==> src/rtl/id_stage_pipelined.sv <==
// Instruction decode stage with an integrated ID/EX pipeline register.
// Splits an ARM-style instruction into fields, reads the register file with
// a same-cycle write-back bypass, evaluates the condition code against NZCV
// and registers the decoded controls and operands for the EXE stage.
module id_stage_pipelined #(
  parameter int DATA_W   = 32,
  parameter int PC_W     = 32,
  parameter int NUM_REGS = 16
) (
  input  logic              clk,
  input  logic              rst,
  input  logic [PC_W-1:0]   pc_in,
  input  logic [31:0]       instr,
  input  logic              instr_valid,
  input  logic              hazard,
  input  logic              flush,
  input  logic              n,
  input  logic              z,
  input  logic              c,
  input  logic              v,
  input  logic              wb_en,
  input  logic [3:0]        wb_dest,
  input  logic [DATA_W-1:0] wb_value,
  output logic [3:0]        src1,
  output logic [3:0]        src2,
  output logic              two_src,
  output logic              ex_valid,
  output logic [PC_W-1:0]   ex_pc,
  output logic [DATA_W-1:0] ex_val_rn,
  output logic [DATA_W-1:0] ex_val_rm,
  output logic [3:0]        ex_opcode,
  output logic              ex_s,
  output logic              ex_imm,
  output logic              ex_mem_r,
  output logic              ex_mem_w,
  output logic              ex_branch,
  output logic              ex_wb_en,
  output logic [3:0]        ex_dest,
  output logic [11:0]       ex_shift_operand,
  output logic [23:0]       ex_simm24
);

  // ---------------------------------------------------------------------
  // Field extraction and control decode
  // ---------------------------------------------------------------------
  logic [1:0] mode;
  logic [3:0] opcode;
  logic [3:0] cond;
  logic       is_mem;
  logic       mem_r;
  logic       mem_w;
  logic       branch;
  logic       wb_en_dec;
  logic       cond_pass;
  logic       live;

  // Decode the instruction class and its memory/branch/write-back controls
  always_comb begin
    mode      = instr[27:26];
    opcode    = instr[24:21];
    cond      = instr[31:28];
    is_mem    = (mode == 2'b01);
    mem_r     = is_mem & instr[20];
    mem_w     = is_mem & ~instr[20];
    branch    = (mode == 2'b10);
    // TST/TEQ/CMP/CMN (opcodes 8..11) only update flags, never a register
    wb_en_dec = mem_r | ((mode == 2'b00) & (opcode[3:2] != 2'b10));
  end

  // Condition-code evaluation against the current NZCV flags
  always_comb begin
    cond_pass = 1'b0;
    case (cond)
      4'h0: cond_pass = z;
      4'h1: cond_pass = ~z;
      4'h2: cond_pass = c;
      4'h3: cond_pass = ~c;
      4'h4: cond_pass = n;
      4'h5: cond_pass = ~n;
      4'h6: cond_pass = v;
      4'h7: cond_pass = ~v;
      4'h8: cond_pass = c & ~z;
      4'h9: cond_pass = ~c | z;
      4'hA: cond_pass = (n == v);
      4'hB: cond_pass = (n != v);
      4'hC: cond_pass = ~z & (n == v);
      4'hD: cond_pass = z | (n != v);
      4'hE: cond_pass = 1'b1;
      default: cond_pass = 1'b0;   // cond F never executes
    endcase
  end

  assign live = instr_valid & cond_pass;

  // Source indices go straight to the hazard unit; stores read Rd as data
  assign src1    = instr[19:16];
  assign src2    = mem_w ? instr[15:12] : instr[3:0];
  assign two_src = ~instr[25] | mem_w;

  // ---------------------------------------------------------------------
  // Register file: one slot per architectural index. Unimplemented slots
  // read as zero and have no storage, so writes to them vanish.
  // ---------------------------------------------------------------------
  logic [15:0][DATA_W-1:0] rd_arr;
  logic [15:0]             reg_impl;

  genvar gi;
  generate
    for (gi = 0; gi < 16; gi++) begin : g_rf
      if (gi < NUM_REGS) begin : g_impl
        logic [DATA_W-1:0] rf_q;
        logic [DATA_W-1:0] rf_d;

        // Next value: take the write-back data when this slot is addressed
        always_comb begin
          rf_d = rf_q;
          if (wb_en && (wb_dest == 4'(gi))) begin
            rf_d = wb_value;
          end
        end

        // Storage flop; cleared by reset so writes during reset are dropped
        always_ff @(posedge clk or negedge rst) begin
          if (!rst) begin
            rf_q <= '0;
          end else begin
            rf_q <= rf_d;
          end
        end

        assign rd_arr[gi]   = rf_q;
        assign reg_impl[gi] = 1'b1;
      end else begin : g_none
        assign rd_arr[gi]   = '0;
        assign reg_impl[gi] = 1'b0;
      end
    end
  endgenerate

  logic [DATA_W-1:0] rn_val;
  logic [DATA_W-1:0] rm_val;

  // Operand read with same-cycle bypass of the write-back value
  always_comb begin
    rn_val = rd_arr[src1];
    rm_val = rd_arr[src2];
    if (wb_en && (wb_dest == src1) && reg_impl[src1]) begin
      rn_val = wb_value;
    end
    if (wb_en && (wb_dest == src2) && reg_impl[src2]) begin
      rm_val = wb_value;
    end
  end

  // ---------------------------------------------------------------------
  // ID/EX pipeline register
  // ---------------------------------------------------------------------
  logic              ex_valid_q,  ex_valid_d;
  logic [PC_W-1:0]   ex_pc_q,     ex_pc_d;
  logic [DATA_W-1:0] ex_val_rn_q, ex_val_rn_d;
  logic [DATA_W-1:0] ex_val_rm_q, ex_val_rm_d;
  logic [3:0]        ex_opcode_q, ex_opcode_d;
  logic              ex_s_q,      ex_s_d;
  logic              ex_imm_q,    ex_imm_d;
  logic              ex_mem_r_q,  ex_mem_r_d;
  logic              ex_mem_w_q,  ex_mem_w_d;
  logic              ex_branch_q, ex_branch_d;
  logic              ex_wb_en_q,  ex_wb_en_d;
  logic [3:0]        ex_dest_q,   ex_dest_d;
  logic [11:0]       ex_shift_q,  ex_shift_d;
  logic [23:0]       ex_simm_q,   ex_simm_d;

  // Next state: flush or hazard insert a bubble (controls cleared, data
  // held); otherwise everything loads and a non-live slot carries no controls
  always_comb begin
    ex_valid_d  = ex_valid_q;
    ex_pc_d     = ex_pc_q;
    ex_val_rn_d = ex_val_rn_q;
    ex_val_rm_d = ex_val_rm_q;
    ex_opcode_d = ex_opcode_q;
    ex_s_d      = ex_s_q;
    ex_imm_d    = ex_imm_q;
    ex_mem_r_d  = ex_mem_r_q;
    ex_mem_w_d  = ex_mem_w_q;
    ex_branch_d = ex_branch_q;
    ex_wb_en_d  = ex_wb_en_q;
    ex_dest_d   = ex_dest_q;
    ex_shift_d  = ex_shift_q;
    ex_simm_d   = ex_simm_q;
    if (flush || hazard) begin
      ex_valid_d  = 1'b0;
      ex_s_d      = 1'b0;
      ex_mem_r_d  = 1'b0;
      ex_mem_w_d  = 1'b0;
      ex_branch_d = 1'b0;
      ex_wb_en_d  = 1'b0;
    end else begin
      ex_valid_d  = live;
      ex_pc_d     = pc_in;
      ex_val_rn_d = rn_val;
      ex_val_rm_d = rm_val;
      ex_opcode_d = opcode;
      ex_imm_d    = instr[25];
      ex_dest_d   = instr[15:12];
      ex_shift_d  = instr[11:0];
      ex_simm_d   = instr[23:0];
      // S is meaningless for loads/stores and branches
      ex_s_d      = live & instr[20] & ~is_mem & ~branch;
      ex_mem_r_d  = live & mem_r;
      ex_mem_w_d  = live & mem_w;
      ex_branch_d = live & branch;
      ex_wb_en_d  = live & wb_en_dec;
    end
  end

  // Pipeline register flops, cleared asynchronously by reset
  always_ff @(posedge clk or negedge rst) begin
    if (!rst) begin
      ex_valid_q  <= 1'b0;
      ex_pc_q     <= '0;
      ex_val_rn_q <= '0;
      ex_val_rm_q <= '0;
      ex_opcode_q <= '0;
      ex_s_q      <= 1'b0;
      ex_imm_q    <= 1'b0;
      ex_mem_r_q  <= 1'b0;
      ex_mem_w_q  <= 1'b0;
      ex_branch_q <= 1'b0;
      ex_wb_en_q  <= 1'b0;
      ex_dest_q   <= '0;
      ex_shift_q  <= '0;
      ex_simm_q   <= '0;
    end else begin
      ex_valid_q  <= ex_valid_d;
      ex_pc_q     <= ex_pc_d;
      ex_val_rn_q <= ex_val_rn_d;
      ex_val_rm_q <= ex_val_rm_d;
      ex_opcode_q <= ex_opcode_d;
      ex_s_q      <= ex_s_d;
      ex_imm_q    <= ex_imm_d;
      ex_mem_r_q  <= ex_mem_r_d;
      ex_mem_w_q  <= ex_mem_w_d;
      ex_branch_q <= ex_branch_d;
      ex_wb_en_q  <= ex_wb_en_d;
      ex_dest_q   <= ex_dest_d;
      ex_shift_q  <= ex_shift_d;
      ex_simm_q   <= ex_simm_d;
    end
  end

  assign ex_valid         = ex_valid_q;
  assign ex_pc            = ex_pc_q;
  assign ex_val_rn        = ex_val_rn_q;
  assign ex_val_rm        = ex_val_rm_q;
  assign ex_opcode        = ex_opcode_q;
  assign ex_s             = ex_s_q;
  assign ex_imm           = ex_imm_q;
  assign ex_mem_r         = ex_mem_r_q;
  assign ex_mem_w         = ex_mem_w_q;
  assign ex_branch        = ex_branch_q;
  assign ex_wb_en         = ex_wb_en_q;
  assign ex_dest          = ex_dest_q;
  assign ex_shift_operand = ex_shift_q;
  assign ex_simm24        = ex_simm_q;

endmodule

==> config.mk <==
export PLATFORM = sky130hd
export DESIGN_NAME = id_stage_pipelined
export DESIGN_NICKNAME = d
export VERILOG_FILES = /design/src/rtl/id_stage_pipelined.sv
export SDC_FILE = /design/constraint.sdc
export NUM_CORES = 1
export LEC_CHECK = 0
export CAP_MARGIN = 5
export CORE_MARGIN = 5
export CORE_UTILIZATION = 45
export CTS_CLUSTER_DIAMETER = 40
export CTS_CLUSTER_SIZE = 24
export DETAILED_ROUTE_END_ITERATION = 16
export RECOVER_POWER = 100
export SYNTH_ARGS = -nofsm -noshare
export SYNTH_HDL_FRONTEND = slang
export SYNTH_SLANG_ARGS = --single-unit
==> constraint.sdc <==
create_clock -name clk -period 3 [get_ports clk]
set_clock_uncertainty 0.15 [all_clocks]
set_input_delay 0.75 -clock clk [delete_from_list [all_inputs] [get_ports clk]]
set_output_delay 0.75 -clock clk [all_outputs]
set_load 0.01 [all_outputs]
**Word level (Yosys, flattened, before mapping)**

Memories as Yosys holds them, arrays and structs flattened.
Cells that the tools add are included.

- $lt $le $gt $ge: 2
- Equality and inequality tests: 36
- Multiplexer cells: 16
- Bitwise logic cells: 25
- Reductions and logical operators: 24

Operators with widths:

| operator | number |
|---|---|
| binary-select mux 32 bit (select 4 bit) | 2 |
| 2-to-1 mux 32 bit | 4 |
| equality test 4 bit (second input constant) | 15 |
| equality test 4 x 3 -> 1 bit (second input constant) | 8 |
| logical AND 1 bit | 20 |
| equality test 4 x 2 -> 1 bit (second input constant) | 4 |
| one-hot mux 1 bit (15 select lines) | 1 |
| bitwise AND 1 bit | 13 |
| less-than comparator 4 x 5 -> 1 bit (second input constant) | 2 |
| equality test 4 x 1 -> 1 bit (second input constant) | 2 |
| equality test 4 bit | 2 |
| zero test 4 bit | 2 |
| 2-to-1 mux 1 bit | 8 |
| NOT 1 bit | 8 |
| 2-to-1 mux 4 bit | 1 |
| OR 1 bit | 4 |
| equality test 2 x 1 -> 1 bit (second input constant) | 1 |
| equality test 2 bit (second input constant) | 1 |
| zero test 2 bit | 1 |
| != test 2 bit (second input constant) | 1 |
| equality test 1 bit | 1 |
| logical OR 1 bit | 1 |
| != test 1 bit | 1 |

- Register bits: 659
- ROM bits: 32
- Word-level logic and storage cells: 135
- Memories: 2

Memory list:

| memory | depth | bits a word | read ports | clocked after Yosys merged registers in | write ports | RTL line | RTL |
|---|---|---|---|---|---|---|---|
| (no name shown) | 16 | 1 | 1 | 0 | 0 | 150 | `if (wb_en && (wb_dest == src2) && reg_impl[src2]) begin` |
| (no name shown) | 16 | 1 | 1 | 0 | 0 | 147 | `if (wb_en && (wb_dest == src1) && reg_impl[src1]) begin` |

**Logic depth before layout (Yosys ltp)**

Gate-level depths: netlist (run 1).

- Depth after elaboration: 8
- Depth in mapped cells: 11
- Mapped depth without buffers: 7

**Least setup slack after synthesis (run 1)**

No wires, ideal clock.

- Path type: input-to-reg
- Start point: in instr[0]
- End point: reg ex_val_rm_q[10] (netlist: ex_val_rm[10])
- Setup time: 126 ps
- Arrival time: 2671 ps
- Required time: 2724 ps
- Setup slack: 53 ps
- Stages: 7
- Path buffers: 2
- Path through: buf_2 > clkbuf_1 > mux4_2 > a211oi_1 > a31oi_1 > and3_1 > a221o_1

- Longest elaborated chain between the ends: 5

Ends and longest elaborated chain:

| element | RTL line | RTL |
|---|---|---|
| start, declared | 13 | `input logic [31:0] instr,` |
| 2-to-1 mux 4 bit (*) | 97 | `assign src2 = mem_w ? instr[15:12] : instr[3:0];` |
| memory (16 x 1 bit) / equality test 4 bit (equally long branches) | - |  |
| 2-to-1 mux 1 bit (implied by the code) / logical AND 1 bit (equally long branches) | 150 |  |
| logical AND 1 bit | 150 |  |
| 2-to-1 mux 32 bit (*) | 150 |  |
| end signal, assigned | 237 | `ex_val_rm_q <= ex_val_rm_d;` |
| end, declared | 161 | `logic [DATA_W-1:0] ex_val_rm_q, ex_val_rm_d;` |

Mark *: on every way between the ends. The rest lies on a longest branch, timed or not. The select of a mux whose other input is x is not followed.
A chain may end at the register's enable or synchronous reset.

**Final worst setup path (run 1)**

- Start point: in wb_en
- End point: reg g_rf[9].g_impl.rf_q[18]

- Longest elaborated chain between the ends: 1

Ends and longest elaborated chain:

| element | RTL line | RTL |
|---|---|---|
| start, declared | 21 | `input logic wb_en,` |
| logical AND 1 bit | 117 | `if (wb_en && (wb_dest == 4'(gi))) begin` |
| end signal, assigned | 127 | `rf_q <= rf_d;` |
| end, declared | 111 | `logic [DATA_W-1:0] rf_q;` |

Every way passes these cells.

==> metrics.md, run 1 <==
| Metric | Value |
|---|---|
| Vias | approximately 28000 |
| Worst setup startpoint | wb_en |
| Worst-path clk slew | 50 ps |
| Synth Cell Area | 36000 sq um |
| RD Place Congestion | roughly 0.85 |
| Hold Path Class | primary input to register |
| Leakage | 18.8 nW |
| Post-route cell area | approximately 45000 sq um |
| Root buf cell | clkbuf_16 |
| Register area share after synthesis | 0.444 |
| CP required | between 3000 and 4000 ps |
| DRT Pass-1 Iters | 5 |
| Worst r2r dst | ex_val_rm[13] |
| Period utilisation layout | 0.981 |
| Mapped Cells | 2944 |
| Drt wl/cell | 28.3 microns |
| Slew @ Worst Pin | between 1000 and 1500 ps |
| Row count | 103 |
| Starting Density | 0.455 |
| GR Overflow Total | 0 |
| CTS tree | done |
| CTS buffer count | between 100 and 150 |
| Worst r2r path cells | 6 |
| R2R setup slack | approximately 860 ps |
| Top_reg_cell synth | dfrtp_1 |
| Status | finished with violations |
| Worst hold slack | 244 ps |
| Synth async-reset ratio | 1.00 |
| Area grow syn2layout | 24.8% |
| # IOs | 266 |
| FMAX | 340 MHz |
| PD cells | 720 nW/um^2 |
| Synth cell types | 50 |
| Final hold vios | 0 |
| Synth warn | 0 |
| Maximum Capacitance Violations | 1 |
| Synth cell count leaders | dfrtp_1, mux2_2, nand2_1 |
| Yosys top cell area share | 0.444 |
| CP endpoint kind | register |
| Worst Setup EP | g_rf[9].g_impl.rf_q[18] |
| DIE AREA | 85800 sq um |
| Die Width | 293 microns |
| CTS max path bufs | 3 |
| Initial antenna violation count | 5 |
| Cell taking the most area after synthesis | dfrtp_1 |
| Vias in the first global route | 28900 |
| Slew headroom | 0.00639 |
| First-pass GRT wire length | 187000 microns |
| Synthesized Nets | 3054 |
| GR Util All Layers | 0.284 |
| H-tree Lvls | 3 |
| Worst-Skew Late Latency | 670 ps |
| DR DRC count | 0 |
| Final setup viols | 0 |
| Worst flop-to-flop path startpoint | g_rf[15].g_impl.rf_q[13] |
| Post-synth EDFFs | 0 |
| Final #Nets | around 3300 |
| Area contributors post-synth | dfrtp_1, mux2_2, mux4_2 |
| Startpoint types | primary input |
| Max FO, Critical Path | 14 |
| Failing checks | capacitance limit |
| Post-detail-place hpwl | 78700 microns |
| Mean Syn Cell Area | 12.2 sq um |
| Min cycle time layout | a little under 3000 ps |
| Largest net degree at the start of global routing | 84 |
| Die height | 293 microns |
| Iter 0 DRT Violations | ~2500 |
| VDD IR max | between 0.6 and 0.7 mV |
| Core outline area | 79300 sq um |
| Count leader, synth | dfrtp_1 |
| Post-synthesis register bit count | 640 |
| DRT Wirelength | 124000 microns |
| Crit Path Class | primary input to register |
| Post-route ant nets | 0 |
| Vias per cell | 6.42 |
| Post-Place Cell Area | 41600 sq um |
| I/O Buffers | ~270 |
| Layout cells sized above 1 | 0.355 |
| RSZ-0062 raised after global routing | false |
| Pins Over Slew Limit | 0 |
| Sum Neg Setup Slack | 0 ps |
| Clk sinks | 640 |
| Arrival time of data at the critical path endpoint | 3320 ps |
==> state kept, by name, summed over array words and instances (netlist names), 3 cells and up <==
register          count
g_rf.g_impl.rf_q    512
ex_pc                32
ex_val_rm            32
ex_val_rn            32
ex_shift_operand     11
ex_simm24             7
ex_opcode             4
ex_dest               3
==> final cells by class <==
cell class / count / area, sq um
Clock buffer: 148 / 3270
Tap cell: 1050 / 1310
Fill cell: 6552 / 34300
Antenna cell: 4 / 10.0
Inverter: 8 / 30.0
Sequential cell: 640 / 16000
Timing Repair Buffer: 479 / 4940
Multi-Input combinational cell: 1967 / 18700
Clock inverter: 71 / 688
==> metal layers <==
layer	track usage	vias up	part of all wire
met3	0.0562	276	0.083
met2	0.449	1401	0.47
li1	-	11800	-
met4	0.0996	0	0.035
met1	0.395	14600	0.41
met5	0	-	0
==> kinds of logic (layout without fill, tap and decap cells) <==
| group | count (synthesis) | in the layout | share of synthesized area |
|---|---|---|---|
| flip-flops | 640 | 640 | 0.444 |
| AO/OA/AOI/OAI | 494 | 494 | 0.0906 |
| buffers and inverters | 337 | 706 | 0.0405 |
| other | 0 | 4 | 0 |
| XOR/XNOR | 9 | 9 | 0.00219 |
| multiplexers | 878 | 878 | 0.340 |
| AND/OR/NAND/NOR | 586 | 586 | 0.0826 |
==> through the flow <==
| step | std cells | power [mW] | worst slack (ps) | utilization |
|---|---|---|---|---|
| floorplan | 2944 | 16.6 | 53.5 | - |
| finish | 4367 | 32.4 | 57.4 | 0.567 |
| CTS | 4363 | 32.7 | 13.4 | 0.575 |
| detailed placement | 4137 | 19.5 | -739 | 0.525 |
| global placement | 4137 | 19.2 | -652 | 0.525 |
| global route | 4367 | 33.7 | 16.7 | 0.567 |
==> cells in the final DEF, fill, tap and decap left out, types with 94 or more instances in the layout <==
master and count:
dlygate4sd3_1 154, clkdlybuf4s50_1 94, nor3b_1 128, clkbuf_16 118
a21oi_1 99, mux2i_1 133, dfrtp_1 640, mux2_2 517
nand2_1 309, a31oi_1 187, mux4_2 224
==> power by group <==
part	leakage [nW]	switching [mW]	internal, mW
Combinational	9.01	2.85	4.11
Clock	1.92	4.70	8.38
Sequential	7.85	1.76	10.6
==> how the worst min path moves through the flow <==
stage / start / endpoint / cells past startpoint
6_report: instr[19] / ex_simm24[19] / 3
5_1_grt: instr[19] / ex_simm24[19] / 3
4_1_cts: instr[19] / ex_simm24[19] / 3
3_5_place_dp: ex_pc[21] / ex_pc[21] / 2
3_3_place_gp: ex_pc[12] / ex_pc[12] / 2
2_1_floorplan: rst / ex_branch / 0
==> what timing repair did <==
item,CTS,global route
endpoints found under the setup margin,35,4
buffers inserted,6,0
gates resized for setup,17,7
endpoints found under the hold margin,35,0
pin swaps,1,1
hold buffers,1,0
==> critical path, stage by stage <==
cell           delay (ps)
dlygate4sd3_1         670
clkbuf_1              300
nand3b_1              140
clkbuf_1              190
nor2_1                260
clkbuf_2              580
mux2_2                420
Power figures use the tool's default switching activity.
==> run 2: changes to the inputs <==
--- a/config.mk
+++ b/config.mk
@@ -8,9 +8,11 @@
 export CAP_MARGIN = 5
 export CORE_MARGIN = 5
 export CORE_UTILIZATION = 45
+export CTS_BUF_LIST = sky130_fd_sc_hd__clkbuf_8
 export CTS_CLUSTER_DIAMETER = 40
 export CTS_CLUSTER_SIZE = 24
 export DETAILED_ROUTE_END_ITERATION = 16
+export PLACE_DENSITY_LB_ADDON = 0.15
 export RECOVER_POWER = 100
 export SYNTH_ARGS = -nofsm -noshare
 export SYNTH_HDL_FRONTEND = slang
==> metrics.md, run 2 (synthesis gave the netlist of run 1 again) <==
| Metric | Value |
|---|---|
| Final #Nets | 3346 (+0.72%) |
| GR Util met1 | 0.392 (-0.00243) |
| Layout cells sized above 1 | 0.358 (+0.00305) |
| GR met3 Demand/Resource | 0.0672 (+0.0110) |
| Comb power frac | 0.241 (+0.026) |
| Largest reg by FF count | g_rf.g_impl.rf_q |
| Row count | 103 (unchanged) |
| Largest net degree at the start of global routing | 67 (-20%) |
| Status | finished with violations |
| H-tree Lvls | 3 (unchanged) |
| Sequential power share | 0.423 (+0.042) |
| First-pass GRT wire length | 189000 microns (+0.77%) |
| Power Internal | 20.1 mW (-13%) |
| DR DRC count | 0 (unchanged) |
| GR Util All Layers | 0.285 (+0.00111) |
| Sum Neg Setup Slack | 0 ps (unchanged) |
| Placed insts | 4157 (+0.48%) |
| Min cycle time layout | 2960 ps (+18.2 ps) |
| CP endpoint kind | register |
| Worst setup margin | 39.2 ps (-18.2 ps) |
| CTS max path bufs | 3 (unchanged) |
| Core outline area | 79300 sq um (unchanged) |
| Maximum Capacitance Violations | 1 (unchanged) |
| Max FO, Critical Path | 24 (+10) |
| Pins Over Slew Limit | 42 (+42) |
| Die Width | 293 microns (unchanged) |
| Setup Slack @ Placement | -552 ps (+187 ps) |
| CTS buffer count | 116 (unchanged) |
| Arrival time of data at the critical path endpoint | 3410 ps (+90 ps) |
| DRT Pass-1 Iters | 5 (unchanged) |
| FMAX | 338 MHz (-0.61%) |
| Slew headroom | -0.0285 (-0.0349) |
| Initial antenna violation count | 6 (+1) |
| Post-route cell area | 43800 sq um (-2.7%) |
| Final Non-Filler Cells | 4390 (+0.53%) |
| Post-detail-place hpwl | 80100 microns (+1.8%) |
| Starting Density | 0.455 (unchanged) |
| Switching power | 8.97 mW (-3.7%) |
| Startpoint types | primary input |
| Vias in the first global route | 29400 (+1.8%) |
| Iter 0 DRT Violations | 2654 (+4.2%) |
| Fillers | 6588 (+0.55%) |
| Area grow syn2layout | 21.5% |
| GR Overflow Total | 0 (unchanged) |
| # IOs | 266 (unchanged) |
| Final hold vios | 0 (unchanged) |
| Routing usage on met2 | 0.440 (-0.00881) |
| Worst-Skew Late Latency | 750 ps (+80 ps) |
| CTS tree | done |
| Clock network power share | 0.336 (-0.068) |
| Worst-path clk slew | 70 ps (+20 ps) |
| Vias | 28200 (+0.44%) |
| Max reg flops | 512 (unchanged) |
| Failing checks | capacitance limit, slew limit |
| Slew @ Worst Pin | 1540 ps (+52.4 ps) |
| Post-route ant nets | 0 (unchanged) |
| Most frequent cells in the layout | dfrtp_1, mux2_2, nand2_1 |
| DIE AREA | 85800 sq um (unchanged) |
| Sw frac | 0.308 (+0.0205) |
| Period utilisation layout | 0.987 (+0.00607) |
| Crit Path Class | primary input to register |
| RD Place Congestion | 0.870 (+1.7%) |
| Most Used Layer, Global Route | met2 |
| Clk sinks | 640 (unchanged) |
| Final setup viols | 0 (unchanged) |
| Post-Place Cell Area | 41700 sq um (+0.36%) |
| Hold Path Class | primary input to register |
| Drt wl/cell | 28.4 microns (+0.54%) |
| Root buf cell | clkbuf_8 |
| RSZ-0062 raised after global routing | false |
| I/O Buffers | 265 (unchanged) |
| Leakage | 18.3 nW (-2.6%) |
| VDD IR max | 0.341 mV (-51%) |
| Vias per cell | 6.41 (about the same) |
| CP required | 3450 ps (+70 ps) |
| DRT Wirelength | 125000 microns (+1.1%) |
| PD cells | 664 nW/um^2 (-7.7%) |
| Die height | 293 microns (unchanged) |
| Most common cell after layout, fill and taps aside | dfrtp_1 |
-- run 2: cell types whose count changed in the layout (fill, tap and decap cells not counted), sizes merged, moves of 5 or more --
| cell | delta |
|---|---|
| buf | +13 |
| bufinv | +8 |
| clkbuf | -11 |
| clkinv | -5 |
| clkinvlp | +5 |
| inv | +11 |
-- run 2: area by class of cell --
class | count | area, sq um | share of cell area
Sequential cell | 640 | 16000 | 0.366
Clock buffer | 127 | 1750 | 0.0399
Multi-Input combinational cell | 1967 | 18700 | 0.427
Antenna cell | 5 | 12.5 | 0.000286
Timing Repair Buffer | 503 | 4960 | 0.113
Tap cell | 1050 | 1310 | 0.0300
Clock inverter | 90 | 1010 | 0.0232
Inverter | 8 | 30.0 | 0.000686
-- run 2: critical path, stage by stage --
cell           delay, ps
dlygate4sd3_1        800
nand3b_1             200
or3_2                460
clkbuf_2             660
mux2_2               520
-- run 2: final timing paths --
kind	from	slack, ps	end	depth (start not counted)
worst max-delay path	wb_en	40	g_rf[8].g_impl.rf_q[16]	5
worst min-delay path	instr[27]	150	ex_wb_en	2
worst max register to register	g_rf[7].g_impl.rf_q[11]	830	ex_val_rm[11]	6
worst min register to register	ex_opcode[3]	320	ex_opcode[3]	2
max in group asynchronous	rst	310	g_rf[13].g_impl.rf_q[23]	4
min in group asynchronous	rst	790	ex_pc[13]	2
-- run 2: power by group through the flow --
stage                     logic (mW)  registers [mW]  clock network (mW)
after floorplan                 4.67            11.9                   0
after global placement          6.99            12.2                   0
after detailed placement        7.16            12.4                   0
after CTS                       7.21            12.3                9.96
after global routing            7.51            12.6                10.4
final                           7.00            12.3                9.77
-- run 2: metrics by stage --
| step | power (mW) | util | hold WS, ps |
|---|---|---|---|
| 2_1_floorplan | 16.6 | - | 304 |
| 3_3_place_gp | 19.2 | 0.526 | 308 |
| 3_5_place_dp | 19.6 | 0.526 | 315 |
| 4_1_cts | 29.4 | 0.563 | 158 |
| 5_1_grt | 30.4 | 0.552 | 132 |
| 6_report | 29.1 | 0.552 | 150 |
-- run 2: metal layers --
metal | routed length, microns | part of all wire
met1 | 51000 | 0.41
met2 | 58300 | 0.47
met3 | 10800 | 0.087
met4 | 4700 | 0.038
met5 | 13 | 0.00010
-- run 2: repair_timing --
| action | CTS | global route |
|---|---|---|
| gates resized for setup | 17 | 3 |
| setup endpoints to repair | 5 | 2 |
| hold buffers | 1 | 0 |
| endpoints found under the hold margin | 36 | 0 |
| pin swaps | 3 | 1 |
| setup buffers | 10 | 0 |
==> run 3: changes to the inputs <==
--- a/config.mk
+++ b/config.mk
@@ -7,9 +7,8 @@
 export LEC_CHECK = 0
 export CAP_MARGIN = 5
 export CORE_MARGIN = 5
-export CORE_UTILIZATION = 45
+export CORE_UTILIZATION = 61
 export CTS_BUF_LIST = sky130_fd_sc_hd__clkbuf_8
-export CTS_CLUSTER_DIAMETER = 40
 export CTS_CLUSTER_SIZE = 24
 export DETAILED_ROUTE_END_ITERATION = 16
 export PLACE_DENSITY_LB_ADDON = 0.15
==> metrics.md, run 3 (synthesis gave the netlist of run 1 again) <==
| Metric | Value |
|---|---|
| Status | finished with violations |
| Failing checks | capacitance limit, slew limit |
| Drt wl/cell | 28.8 microns (+1.2%) |
| Initial antenna violation count | 2 (-4) |
| Hold Path Class | primary input to register |
| Min cycle time layout | 2980 ps (+20.0 ps) |
| Crit-path leading delay family | simple AND/OR/NAND/NOR gates |
| Starting Density | 0.613 (+0.158) |
| Vias per cell | 7.05 (+10%) |
| Sum Neg Setup Slack | 0 ps (unchanged) |
| Pins Over Slew Limit | 12 (-71%) |
| Post-route ant nets | 0 (unchanged) |
| Clk sinks | 640 (unchanged) |
| CTS tree | done |
| CP required | 3430 ps (-20 ps) |
| Final #Nets | 3322 (-0.72%) |
| GR Util All Layers | 0.367 (+0.0819) |
| RSZ-0062 raised after global routing | false |
| Area grow syn2layout | 19.5% |
| CP endpoint kind | register |
| Sw frac | 0.301 (-0.00735) |
| Vias in the first global route | 29700 (+0.90%) |
| CTS buffer count | 108 (-6.9%) |
| Die height | 253 microns (-14%) |
| First-pass GRT wire length | 181000 microns (-4.0%) |
| FMAX | 335 MHz (-0.67%) |
| Core outline area | 58800 sq um (-26%) |
| Sequential power share | 0.443 (+0.020) |
| # IOs | 266 (unchanged) |
| Worst-path cell with the longest stage delay | or2_0 |
| Leakage | 18.2 nW (-0.36%) |
| Power Internal | 19.5 mW (-3.2%) |
| Comb power frac | 0.250 (+0.009) |
| Worst r2r path cells | 5 (-1) |
| RD Place Congestion | 0.890 (+2.4%) |
| I/O Buffers | 265 (unchanged) |
| CTS max path bufs | 3 (unchanged) |
| Most common cell after layout, fill and taps aside | dfrtp_1 |
| DIE AREA | 64000 sq um (-25%) |
| PD cells | 647 nW/um^2 (-2.6%) |
| DRT Pass-1 Iters | 6 (+1) |
| VDD IR max | 0.494 mV (+45%) |
| GR Overflow Total | 0 (unchanged) |
| Largest net degree at the start of global routing | 108 (+61%) |
| CP max stage delay | 1180 ps (+380 ps) |
| CP Depth | 5 (unchanged) |
| CP Buf/Inv Count | 2 (unchanged) |
| Largest reg by FF count | g_rf.g_impl.rf_q |
| Most frequent cells in the layout | dfrtp_1, mux2_2, nand2_1 |
| H-tree Lvls | 3 (unchanged) |
| Slew headroom | -0.0372 (-0.00863) |
| Worst-Skew Late Latency | 720 ps (-30 ps) |
| Row count | 89 (-14%) |
| DR DRC count | 0 (unchanged) |
| Slew @ Worst Pin | 1560 ps (+12.9 ps) |
| Crit path cell chain | dlygate4sd3_1 -> or2_0 -> nor2_4 -> buf_2 -> a221o_1 |
| Crit Path Class | primary input to register |
| Post-detail-place hpwl | 75300 microns (-5.9%) |
| Max reg flops | 512 (unchanged) |
| Final setup viols | 0 (unchanged) |
| Switching power | 8.38 mW (-6.5%) |
| Area occupied by multi-input gates | 18700 sq um (about the same) |
| Layout cells sized above 1 | 0.344 (-0.0144) |
| Worst-path clk slew | 60 ps (about the same) |
| Arrival time of data at the critical path endpoint | 3410 ps (about the same) |
| Startpoint types | primary input |
| Root buf cell | clkbuf_8 |
| Final hold vios | 0 (unchanged) |
| Max FO, Critical Path | 13 (-46%) |
| Register area | 16000 sq um (unchanged) |
| DRT Wirelength | 117000 microns (-6.1%) |
| Maximum Capacitance Violations | 1 (unchanged) |
| Hold Path Depth | 3 (+1) |
| Vias | 28700 (+2.0%) |
| Clock network power share | 0.307 (-0.029) |
| Period utilisation layout | 0.994 (+0.00666) |
| Fillers | 3898 (-41%) |
| Iter 0 DRT Violations | 3086 (+16%) |
| Die Width | 253 microns (-14%) |
| Pwr Total | 27.9 mW (-4.2%) |
run 3: area by class of cell:
type / count / area share
inverter: 8 / 0.000697
antenna: 1 / 0.0000581
clock buffer: 137 / 0.0438
clock inverter: 61 / 0.0115
timing repair buffer: 487 / 0.116
tap: 773 / 0.0225
sequential: 640 / 0.372
multi-input combinational: 1967 / 0.434
run 3: worst paths after layout:
kind                                    startpoint                 endpoint  slack (ps)
min in group asynchronous                      rst                ex_pc[22]         760
setup / recovery                             flush             ex_val_rm[9]          20
hold reg to reg                          ex_pc[22]                ex_pc[22]         320
setup reg to reg           g_rf[6].g_impl.rf_q[30]            ex_val_rm[30]         940
hold / removal                            instr[1]      ex_shift_operand[1]         260
max in group asynchronous                      rst  g_rf[7].g_impl.rf_q[21]         330
run 3: timing repair:
action,4_1_cts,5_1_grt
gates resized for setup,14,4
pin swaps,3,0
hold endpoints to repair,28,0
hold buffers,1,0
endpoints found under the setup margin,5,4
buffers inserted,5,0
run 3: stage by stage:
step | cells | area, sq um | hold WS (ps) | utilization | setup slack, ps
5_1_grt | 4074 | 43100 | 248 | 0.732 | 5.31
2_1_floorplan | 2944 | 36000 | 304 | - | 53.5
3_5_place_dp | 3869 | 41400 | 311 | 0.704 | -497
6_report | 4074 | 43100 | 258 | 0.732 | 19.2
4_1_cts | 4073 | 43800 | 203 | 0.746 | 8.92
3_3_place_gp | 3869 | 41400 | 307 | 0.704 | -439
run 3: worst register-to-register path: cells and delay by family, from the launching register on:
family / cells / cell delay (ps)
AOI/OAI and AO/OA: 3 / 700
DFF: 1 / 420
muxes: 1 / 500
and+or+nand+nor: 1 / 170
run 3: power groups by stage:
stage | Combinational, mW | Sequential [mW] | Clock, mW
2_1_floorplan | 4.67 | 11.9 | 0
3_3_place_gp | 6.87 | 12.2 | 0
3_5_place_dp | 7.10 | 12.4 | 0
4_1_cts | 7.15 | 12.3 | 8.66
5_1_grt | 7.48 | 12.6 | 9.07
6_report | 6.97 | 12.3 | 8.55
run 3: per-layer routing:
| layer | share of wire | track usage |
|---|---|---|
| met3 | 0.11 | 0.0899 |
| met1 | 0.38 | 0.506 |
| met4 | 0.052 | 0.167 |
| met2 | 0.46 | 0.559 |
| met5 | 0.00017 | 0 |
